**config.mk**
```make
export PLATFORM = sky130hd
export DESIGN_NAME = mem_access_stage_flat
export DESIGN_NICKNAME = d
export VERILOG_FILES = /design/src/rtl/mem_access_stage_pkg.sv /design/src/rtl/mem_access_stage_if.sv /design/src/rtl/mem_access_stage_wb_reg.sv /design/src/rtl/mem_access_stage.sv /design/src/flat_wrapper.sv
export SDC_FILE = /design/constraint.sdc
export NUM_CORES = 1
export LEC_CHECK = 0
export ABC_AREA = 1
export BUFFER_PORTS_ARGS = -buffer_cell sky130_fd_sc_hd__buf_2
export CORE_AREA = 2 2 138 106
export DETAILED_ROUTE_END_ITERATION = 8
export DIE_AREA = 0 0 140 108
export GPL_ROUTABILITY_DRIVEN = 0
export HOLD_SLACK_MARGIN = 0.08
export PLACE_DENSITY_LB_ADDON = 0.05
export SKIP_LAST_GASP = 1
export SYNTH_ARGS = -nofsm -noshare
export SYNTH_HDL_FRONTEND = slang
export SYNTH_SLANG_ARGS = --single-unit
export TNS_END_PERCENT = 20
```
**constraint.sdc**
```tcl
create_clock -name clk -period 2.6 [get_ports clk]
set_input_delay 0.78 -clock clk [delete_from_list [all_inputs] [get_ports clk]]
set_output_delay 0.78 -clock clk [all_outputs]
set_load 0.03 [all_outputs]
```
**src/rtl/mem_access_stage_pkg.sv**
```systemverilog
// rtl/mem_access_stage_pkg.sv - shared types and default widths for the memory stage
package mem_stage_pkg;

    localparam int DEF_DATA_W = 32;
    localparam int DEF_REG_AW = 5;

    typedef enum logic {
        IDLE = 1'b0,
        WAIT = 1'b1
    } state_t;

    typedef struct packed {
        logic [DEF_DATA_W-1:0] aluOut;
        logic [DEF_DATA_W-1:0] memData;
        logic                  wbSel;
        logic [DEF_REG_AW-1:0] rd;
        logic                  regWrite;
    } wb_bundle_t;

endpackage

```
**src/rtl/mem_access_stage_if.sv**
```systemverilog
// rtl/mem_access_stage_if.sv - variable-latency req/ack data-memory port
interface mem_access_stage_if
    import mem_stage_pkg::*;
#(
    parameter int DATA_W = DEF_DATA_W
);
    logic              memReq;
    logic              memWe;
    logic [DATA_W-1:0] memAddr;
    logic [DATA_W-1:0] memWdata;
    logic [DATA_W-1:0] memRdata;
    logic              memAck;

    modport master (
        output memReq, memWe, memAddr, memWdata,
        input  memRdata, memAck
    );

    modport slave (
        input  memReq, memWe, memAddr, memWdata,
        output memRdata, memAck
    );
endinterface

```
**src/rtl/mem_access_stage_wb_reg.sv**
```systemverilog
// rtl/mem_access_stage_wb_reg.sv - MEM/WB boundary register with load and bubble control
module mem_wb_reg
    import mem_stage_pkg::*;
(
    input  logic       clk,
    input  logic       rst_n,
    input  logic       load,
    input  logic       bubble,
    input  wb_bundle_t d,
    output wb_bundle_t q
);
    always_ff @(posedge clk or negedge rst_n) begin
        if (!rst_n) begin
            q <= '0;
        end else if (load) begin
            q <= bubble ? '0 : d;
        end
    end
endmodule

```
**src/rtl/mem_access_stage.sv**
```systemverilog
// rtl/mem_access_stage.sv - pipeline memory stage: load/store handshake, stall, MEM/WB register
module mem_access_stage
    import mem_stage_pkg::*;
#(
    parameter int DATA_W      = DEF_DATA_W,
    parameter int REG_AW      = DEF_REG_AW,
    parameter int ACK_TIMEOUT = 16
) (
    input  logic                clk,
    input  logic                rst_n,
    input  logic                inValid,
    input  logic                flush,
    input  logic [DATA_W-1:0]   ALUresult,
    input  logic [DATA_W-1:0]   storeData,
    input  logic [REG_AW-1:0]   rdIn,
    input  logic                SIG_MemRead,
    input  logic                SIG_MemWrite,
    input  logic                SIG_WBdataIn,
    input  logic                SIG_RegWriteIn,
    output logic                stallOut,
    mem_access_stage_if.master  mem,
    output logic [DATA_W-1:0]   ALUoutWB,
    output logic [DATA_W-1:0]   readMemoryDataWB,
    output logic                SIG_WBdataWB,
    output logic [REG_AW-1:0]   rdWB,
    output logic                SIG_RegWriteWB,
    output logic                memFault
);
    localparam int CNT_W = (ACK_TIMEOUT > 1) ? $clog2(ACK_TIMEOUT) : 1;

    state_t            state, state_next;
    logic [CNT_W-1:0]  cnt, cnt_next;
    logic              fault_q, fault_next;
    logic              stall_c;
    logic              latch_en;
    logic              wb_load, wb_bubble;
    wb_bundle_t        wb_d, wb_q;

    logic [DATA_W-1:0] lat_addr, lat_wdata;
    logic [REG_AW-1:0] lat_rd;
    logic              lat_we, lat_wbsel, lat_regwrite;

    logic memop, aligned, issue, misalign, expire;

    assign memop    = inValid & (SIG_MemRead | SIG_MemWrite);
    assign aligned  = (ALUresult[1:0] == 2'b00);
    assign issue    = memop & aligned & ~flush;
    assign misalign = memop & ~aligned & ~flush;
    // cnt holds the number of already-elapsed WAIT cycles without ack
    assign expire   = (ACK_TIMEOUT != 0) && (cnt == CNT_W'(ACK_TIMEOUT - 1));

    always_comb begin
        state_next = state;
        cnt_next   = cnt;
        stall_c    = 1'b0;
        fault_next = 1'b0;
        latch_en   = 1'b0;
        wb_load    = 1'b1;
        wb_bubble  = 1'b1;
        wb_d       = '0;
        case (state)
            IDLE: begin
                cnt_next = '0;
                if (issue) begin
                    stall_c    = 1'b1;
                    latch_en   = 1'b1;
                    state_next = WAIT;
                end else if (misalign) begin
                    fault_next = 1'b1;
                end else if (inValid && !flush) begin
                    wb_bubble     = 1'b0;
                    wb_d.aluOut   = ALUresult;
                    wb_d.wbSel    = SIG_WBdataIn;
                    wb_d.rd       = rdIn;
                    wb_d.regWrite = SIG_RegWriteIn;
                end
            end
            WAIT: begin
                if (mem.memAck) begin
                    state_next    = IDLE;
                    cnt_next      = '0;
                    wb_bubble     = 1'b0;
                    wb_d.aluOut   = lat_addr;
                    wb_d.memData  = mem.memRdata;
                    wb_d.wbSel    = lat_wbsel;
                    wb_d.rd       = lat_rd;
                    wb_d.regWrite = lat_regwrite & ~lat_we;
                end else if (expire) begin
                    state_next = IDLE;
                    cnt_next   = '0;
                    fault_next = 1'b1;
                end else begin
                    stall_c  = 1'b1;
                    wb_load  = 1'b0;
                    cnt_next = cnt + CNT_W'(1);
                end
            end
            default: state_next = IDLE;
        endcase
    end

    always_ff @(posedge clk or negedge rst_n) begin
        if (!rst_n) begin
            state   <= IDLE;
            cnt     <= '0;
            fault_q <= 1'b0;
        end else begin
            state   <= state_next;
            cnt     <= cnt_next;
            fault_q <= fault_next;
        end
    end

    always_ff @(posedge clk or negedge rst_n) begin
        if (!rst_n) begin
            lat_addr     <= '0;
            lat_wdata    <= '0;
            lat_rd       <= '0;
            lat_we       <= 1'b0;
            lat_wbsel    <= 1'b0;
            lat_regwrite <= 1'b0;
        end else if (latch_en) begin
            lat_addr     <= ALUresult;
            lat_wdata    <= storeData;
            lat_rd       <= rdIn;
            lat_we       <= SIG_MemWrite;
            lat_wbsel    <= SIG_WBdataIn;
            lat_regwrite <= SIG_RegWriteIn;
        end
    end

    mem_wb_reg u_wb_reg (
        .clk    (clk),
        .rst_n  (rst_n),
        .load   (wb_load),
        .bubble (wb_bubble),
        .d      (wb_d),
        .q      (wb_q)
    );

    // stall is combinational from the inputs in IDLE, so it is forced low while reset is held
    assign stallOut     = stall_c & rst_n;
    assign mem.memReq   = (state == WAIT);
    assign mem.memWe    = (state == WAIT) & lat_we;
    assign mem.memAddr  = (state == WAIT) ? lat_addr  : '0;
    assign mem.memWdata = (state == WAIT) ? lat_wdata : '0;

    assign ALUoutWB         = wb_q.aluOut;
    assign readMemoryDataWB = wb_q.memData;
    assign SIG_WBdataWB     = wb_q.wbSel;
    assign rdWB             = wb_q.rd;
    assign SIG_RegWriteWB   = wb_q.regWrite;
    assign memFault         = fault_q;
endmodule

```
**src/flat_wrapper.sv**
```systemverilog
// flat-port wrapper written by rule: the top's interface ports become plain ports
module mem_access_stage_flat import mem_stage_pkg::*;
#(
    parameter int DATA_W      = DEF_DATA_W,
    parameter int REG_AW      = DEF_REG_AW,
    parameter int ACK_TIMEOUT = 16
)
  (clk, rst_n, inValid, flush, ALUresult, storeData, rdIn, SIG_MemRead, SIG_MemWrite, SIG_WBdataIn, SIG_RegWriteIn, stallOut, ALUoutWB, readMemoryDataWB, SIG_WBdataWB, rdWB, SIG_RegWriteWB, memFault, mem_memReq, mem_memWe, mem_memAddr, mem_memWdata, mem_memRdata, mem_memAck);
  mem_access_stage_if #(.DATA_W(DATA_W)) mem_i ();
  input  logic clk;
  input  logic rst_n;
  input  logic inValid;
  input  logic flush;
  input  logic [DATA_W-1:0] ALUresult;
  input  logic [DATA_W-1:0] storeData;
  input  logic [REG_AW-1:0] rdIn;
  input  logic SIG_MemRead;
  input  logic SIG_MemWrite;
  input  logic SIG_WBdataIn;
  input  logic SIG_RegWriteIn;
  output logic stallOut;
  output logic [DATA_W-1:0] ALUoutWB;
  output logic [DATA_W-1:0] readMemoryDataWB;
  output logic SIG_WBdataWB;
  output logic [REG_AW-1:0] rdWB;
  output logic SIG_RegWriteWB;
  output logic memFault;
  output wire logic [$bits(mem_i.memReq)-1:0] mem_memReq;
  output wire logic [$bits(mem_i.memWe)-1:0] mem_memWe;
  output wire logic [$bits(mem_i.memAddr)-1:0] mem_memAddr;
  output wire logic [$bits(mem_i.memWdata)-1:0] mem_memWdata;
  input wire logic [$bits(mem_i.memRdata)-1:0] mem_memRdata;
  input wire logic [$bits(mem_i.memAck)-1:0] mem_memAck;
  assign mem_memReq = mem_i.memReq;
  assign mem_memWe = mem_i.memWe;
  assign mem_memAddr = mem_i.memAddr;
  assign mem_memWdata = mem_i.memWdata;
  assign mem_i.memRdata = mem_memRdata;
  assign mem_i.memAck = mem_memAck;
  mem_access_stage #(.DATA_W(DATA_W), .REG_AW(REG_AW), .ACK_TIMEOUT(ACK_TIMEOUT)) u_core (.clk(clk), .rst_n(rst_n), .inValid(inValid), .flush(flush), .ALUresult(ALUresult), .storeData(storeData), .rdIn(rdIn), .SIG_MemRead(SIG_MemRead), .SIG_MemWrite(SIG_MemWrite), .SIG_WBdataIn(SIG_WBdataIn), .SIG_RegWriteIn(SIG_RegWriteIn), .stallOut(stallOut), .mem(mem_i), .ALUoutWB(ALUoutWB), .readMemoryDataWB(readMemoryDataWB), .SIG_WBdataWB(SIG_WBdataWB), .rdWB(rdWB), .SIG_RegWriteWB(SIG_RegWriteWB), .memFault(memFault));
endmodule
```
# [Yosys cells after proc, flatten, opt, wreduce, memory -nomap -nowiden]
# Index checks and enable logic that the tools add are counted.
[totals] input_bits=110 regBits=149 wordCells=65 out_inout_bits=139
[op_classes] mux=33 bitwise_logic=13 eq_ne=1 add_sub_neg=1 reduce_logical=3
[op_table] cell="32-bit two-way mux" count=6
[op_table] cell="71-bit two-way mux" count=2
[op_table] cell="32-bit one-hot mux with 2 select lines" count=1
[op_table] cell="7-bit two-way mux" count=3
[op_table] cell="1-bit two-way mux" count=14
[op_table] cell="7-bit one-hot mux with 2 select lines" count=1
[op_table] cell="1-bit bitwise AND" count=8
[op_table] cell="4-bit two-way mux" count=2
[op_table] cell="4-bit one-hot mux with 2 select lines" count=1
[op_table] cell="1-bit one-hot mux with 2 select lines" count=3
[op_table] cell="4-bit by 1-bit adder with 4-bit output, second input constant" count=1
[op_table] cell="4-bit == test, second input constant" count=1
[op_table] cell="1-bit inverter" count=4
[op_table] cell="2-bit zero test" count=1
[op_table] cell="1-bit logical AND" count=1
[op_table] cell="1-bit zero test" count=1
[op_table] cell="1-bit bitwise OR" count=1

# [Depth between registers and ports, before layout]
[logic_depth] word_depth=8 mapped_depth=7 mapped_depth_nobuf=6

# [Cells and area by module]
# Synthesis repeated with hierarchy kept, for this count alone.
[hier_totals] cells_unflattened=982 hier_area_um2=7427.1
[modules_own_cells] mod="mem_access_stage" area_per_inst_um2=4509.3 cells_per_inst=674 seq_area_each_um2=1951.9 instances=1
[modules_own_cells] mod="mem_wb_reg" area_per_inst_um2=2917.8 cells_per_inst=308 seq_area_each_um2=1776.7 instances=1

# [Least setup slack after synthesis]
# OpenSTA, ideal clock, no wires.
[synth_timing] path_kind="input -> output" start="in flush" end="out stallOut" slack_ns=-0.086 t_required_ns=1.820 arrival_time_ns=1.906 path_stages=6 n_path_buf=1 cell_sequence="inv_1 > nand2_1 > nor2_4 > nand3_2 > buf_2 > a21oi_1"
[synth_via] elab_chain_cells=5
[synth_lines] item="start: declaration" line="flat_wrapper.sv:13" text="input logic flush;"
[synth_lines] item="1-bit inverter" line="mem_access_stage.sv:47" text="assign issue = memop & aligned & ~flush;"
[synth_lines] item="1-bit bitwise AND" line="mem_access_stage.sv:47"
[synth_lines] item="1-bit two-way mux" line="mem_access_stage.sv:64" text="if (issue) begin"
[synth_lines] item="1-bit one-hot mux with 2 select lines" line="mem_access_stage.sv:61" text="case (state)"
[synth_lines] item="1-bit bitwise AND" line="mem_access_stage.sv:142" text="assign stallOut = stall_c & rst_n;"
[synth_lines] item="end: declaration" line="flat_wrapper.sv:21" text="output logic stallOut;"
# No other way between the ends.

# [Final worst setup path]
[layout_timing] start="reg u_core.cnt[0]" end="out stallOut"
[layout_via] elab_chain_cells=5
[layout_lines] item="start: declaration" line="mem_access_stage.sv:32" text="logic [CNT_W-1:0] cnt, cnt_next;"
[layout_lines] item="start signal: assignment" line="mem_access_stage.sv:109" text="cnt <= cnt_next;"
[layout_lines] item="4-bit == test" line="mem_access_stage.sv:50" text="assign expire = (ACK_TIMEOUT != 0) && (cnt == CNT_W'(ACK_TIMEOUT - 1));"
[layout_lines] item="1-bit two-way mux" line="mem_access_stage.sv:88" text="end else if (expire) begin"
[layout_lines] item="1-bit two-way mux" line="mem_access_stage.sv:79" text="if (mem.memAck) begin"
[layout_lines] item="1-bit one-hot mux with 2 select lines" line="mem_access_stage.sv:61"
[layout_lines] item="1-bit bitwise AND" line="mem_access_stage.sv:142"
# No other way between the ends.

==> flow_metrics.py <==
metrics = {
    "power": {
        "power_mw": 6.00,
        "switching_share_pct": 27.0,
        "p_per_area_nw_per_um2": 695,
        "p_seq_share_pct": 45.8,
        "peakVddDrop_uv": 527,
        "leakagePower_nw": 5.49,
        "pwr-share-clk_pct": 41.9,
        "comb_power_share_pct": 12.3,
        "p_int_mw": 4.38,
        "p_switching_mw": 1.62,
    },
    "hold_path": {
        "min_path_type": "register to register",
    },
    "logic_synthesis": {
        "synth_top_area_cell": "dfrtp_1",
        "synth_area_leaders": "dfrtp_1 56%, nand2_1 24%, nand4_1 6.6%",
        "synth-seq-area-share_pct": 56.2,
        "synthDominantCellAreaShare_pct": 56.2,
        "postSynthCellCount": 834,
        "yosys_warnings": 0,
        "synth_fp_nets": 945,
        "synth_top_flop_cell": "dfrtp_1",
        "netlist_area_um2": 6640,
        "yosysMostFrequentCell": "nand2_1",
        "synth_area_per_cell_um2": 7.96,
        "synth_edf_count": 0,
        "async_flop_share_pct": 100,
        "synth_common_cells": "425 x nand2_1, 149 x dfrtp_1, 73 x inv_1",
        "synth_seq_cells": 149,
        "ys_types": 22,
    },
    "place": {
        "place.port_buffers": 248,
        "placed_area_um2": 8010,
        "detailed_place_hpwl_um": 11700,
        "pre_cts_ws_ns": 0.246,
        "dp_cells": 1216,
    },
    "cells_and_area": {
        "syn_to_final_growth_pct": 30.2,
        "drive_gt1_share_pct": 28.4,
        "antenna_cells": 0,
        "regArea_um2": 3730,
        "multi_input_area_um2": 2360,
        "fillers": 1259,
        "stdcell_count": 1250,
        "postLayoutCellArea_um2": 8640,
        "final_nets": 1174,
        "fin_util_pct": 63.3,
    },
    "run": {
        "maxCapViolations": 0,
    },
    "floorplanning": {
        "coreArea_um2": 13700,
        "die_h_um": 108,
        "dieWidth_um": 140,
        "die_area_um2": 15100,
        "ios": 249,
        "start_util_pct": 48.6,
        "rows": 37,
    },
    "cts": {
        "cts_tree": "yes",
        "clock_latency_ns": 0.42,
        "cts_buffers": 17,
        "cts-root-buf": "clkbuf_16",
        "cts.clk_slew.worst_paths_ns": 0.06,
        "max-clock-path-buffers": 2,
        "htree_num_levels": 4,
        "cts.sinks": 149,
    },
    "worst_setup_path": {
        "cp-start-kind": "register",
        "crit_fanout": 4,
        "arrival_ns": 1.66,
        "crit_type": "register to output port",
        "cp.required_ns": 1.82,
        "critPathCaptureType": "output port",
    },
    "detailed_routing": {
        "drtPass1Iterations": 8,
        "avgViaCountPerCell": 4.99,
        "drtIter0Drc": 471,
        "ant_nets": 0,
        "wirelength_um": 18400,
        "wl_per_cell_um": 14.8,
        "drc": 17,
        "vias": 6241,
    },
    "outcome": {
        "violations": "DRC",
        "status": "finished with violations",
    },
    "sta": {
        "period_minus_slack_ns": 2.44,
        "hold_viol": 0,
        "fin_tns_setup_ns": 0,
        "tightest_slew_ns": 0.846,
        "timing.final.crit_share_pct": 93.8,
        "fin_ws_ns": 0.160,
        "skew_ns": 0.00879,
        "drv_slew": 0,
        "fmax_mhz": 410,
        "hold_ws_ns": 0.463,
        "setup_viol": 0,
        "rsz0062_at_grt": "no",
        "relSlewSlack_pct": 43.6,
    },
    "global_route": {
        "first_global_vias": 5697,
        "track_usage_pct": 24.7,
        "grt_overflow": 0,
        "grt_antenna_before_repair": 0,
        "grt_max_degree": 150,
        "grt_pass1_wl_um": 29300,
    },
}
==> cell families (layout without fill, tap and decap cells) <==
| kind of cell | after synthesis | after routing | synth area share [%] |
|---|---|---|---|
| AOI/OAI and AO/OA | 4 | 4 | 0.321 |
| adders and majority gates | 1 | 1 | 0.189 |
| buffers and inverters | 130 | 371 | 8.33 |
| DFF | 149 | 149 | 56.2 |
| and+or+nand+nor | 550 | 550 | 35.0 |
==> state kept, by name, summed over array words and instances, names as in the netlist <==
register and flops:
u_core.cnt 4, u_core.lat_we 1, u_core.lat_addr 32, u_core.lat_regwrite 1, u_core.lat_wdata 32, u_core.lat_wbsel 1, u_core.memFault 1, u_core.u_wb_reg.q 71
u_core.mem.memReq 1, u_core.lat_rd 5
==> area by class of cell <==
type	instances	area share (%)
inverters	76	3.32
flip-flops and latches	149	43.2
clock buffers	20	5.29
multi-input cells	555	27.4
repair buffers	264	16.6
well taps	175	2.53
clock inverters	11	1.74
==> critical path: stages (launching register included) <==
cell and delay (ns):
dfrtp_1 0.39, ha_1 0.23, nand3_1 0.11, nand2_1 0.14
a21oi_2 0.15, buf_2 0.23
==> layer usage <==
metal | share of wire (%) | global-route usage (%)
met5 | 0 | 0
met4 | 2.1 | 9.45
met3 | 6.7 | 5.80
met2 | 46 | 37.8
met1 | 46 | 34.7
==> power groups by stage <==
stage	combinational (mW)	sequential [mW]	clock [mW]
6_report	0.740	2.75	2.51
3_3_place_gp	0.727	2.78	0
3_5_place_dp	0.742	2.78	0
4_1_cts	0.742	2.75	2.56
2_1_floorplan	0.390	2.81	0
5_1_grt	0.830	2.78	2.66
==> worst paths after layout <==
path                                                   start                                end  slack (ns)  depth (start not counted)
min reg2reg                u_core.u_wb_reg.q[14]$_DFFE_PN0P_  u_core.u_wb_reg.q[14]$_DFFE_PN0P_        0.46                          2
min                        u_core.u_wb_reg.q[14]$_DFFE_PN0P_  u_core.u_wb_reg.q[14]$_DFFE_PN0P_        0.46                          2
max reg2reg                          u_core.cnt[0]$_DFF_PN0_  u_core.u_wb_reg.q[64]$_DFFE_PN0P_        0.76                          7
min in group asynchronous                              rst_n  u_core.u_wb_reg.q[55]$_DFFE_PN0P_        0.48                          2
max                                  u_core.cnt[0]$_DFF_PN0_                           stallOut        0.16                          5
max in group asynchronous                              rst_n        u_core.mem.memReq$_DFF_PN0_        1.42                          2
==> layout by cell type, fill, tap and decap left out, types with 2 or more instances in the layout <==
master        n
nand2_1     425
buf_2       247
dfrtp_1     148
inv_1        73
nand4_1      70
nand3_1      42
clkbuf_16    17
buf_4        11
nor2_1        7
buf_12        5
nor2_4        3
clkinv_2      3
bufinv_16     3
inv_2         2
clkinv_4      2
clkbuf_8      2
inv_6         2
clkinvlp_4    2
==> repair_timing <==
item,4_1_cts,5_1_grt
endpoints found under the setup margin,7,3
gates resized for setup,1,0
hold buffers,0,0
buffers inserted,0,3
gates cloned,0,0
Power figures use the tool's default switching activity.
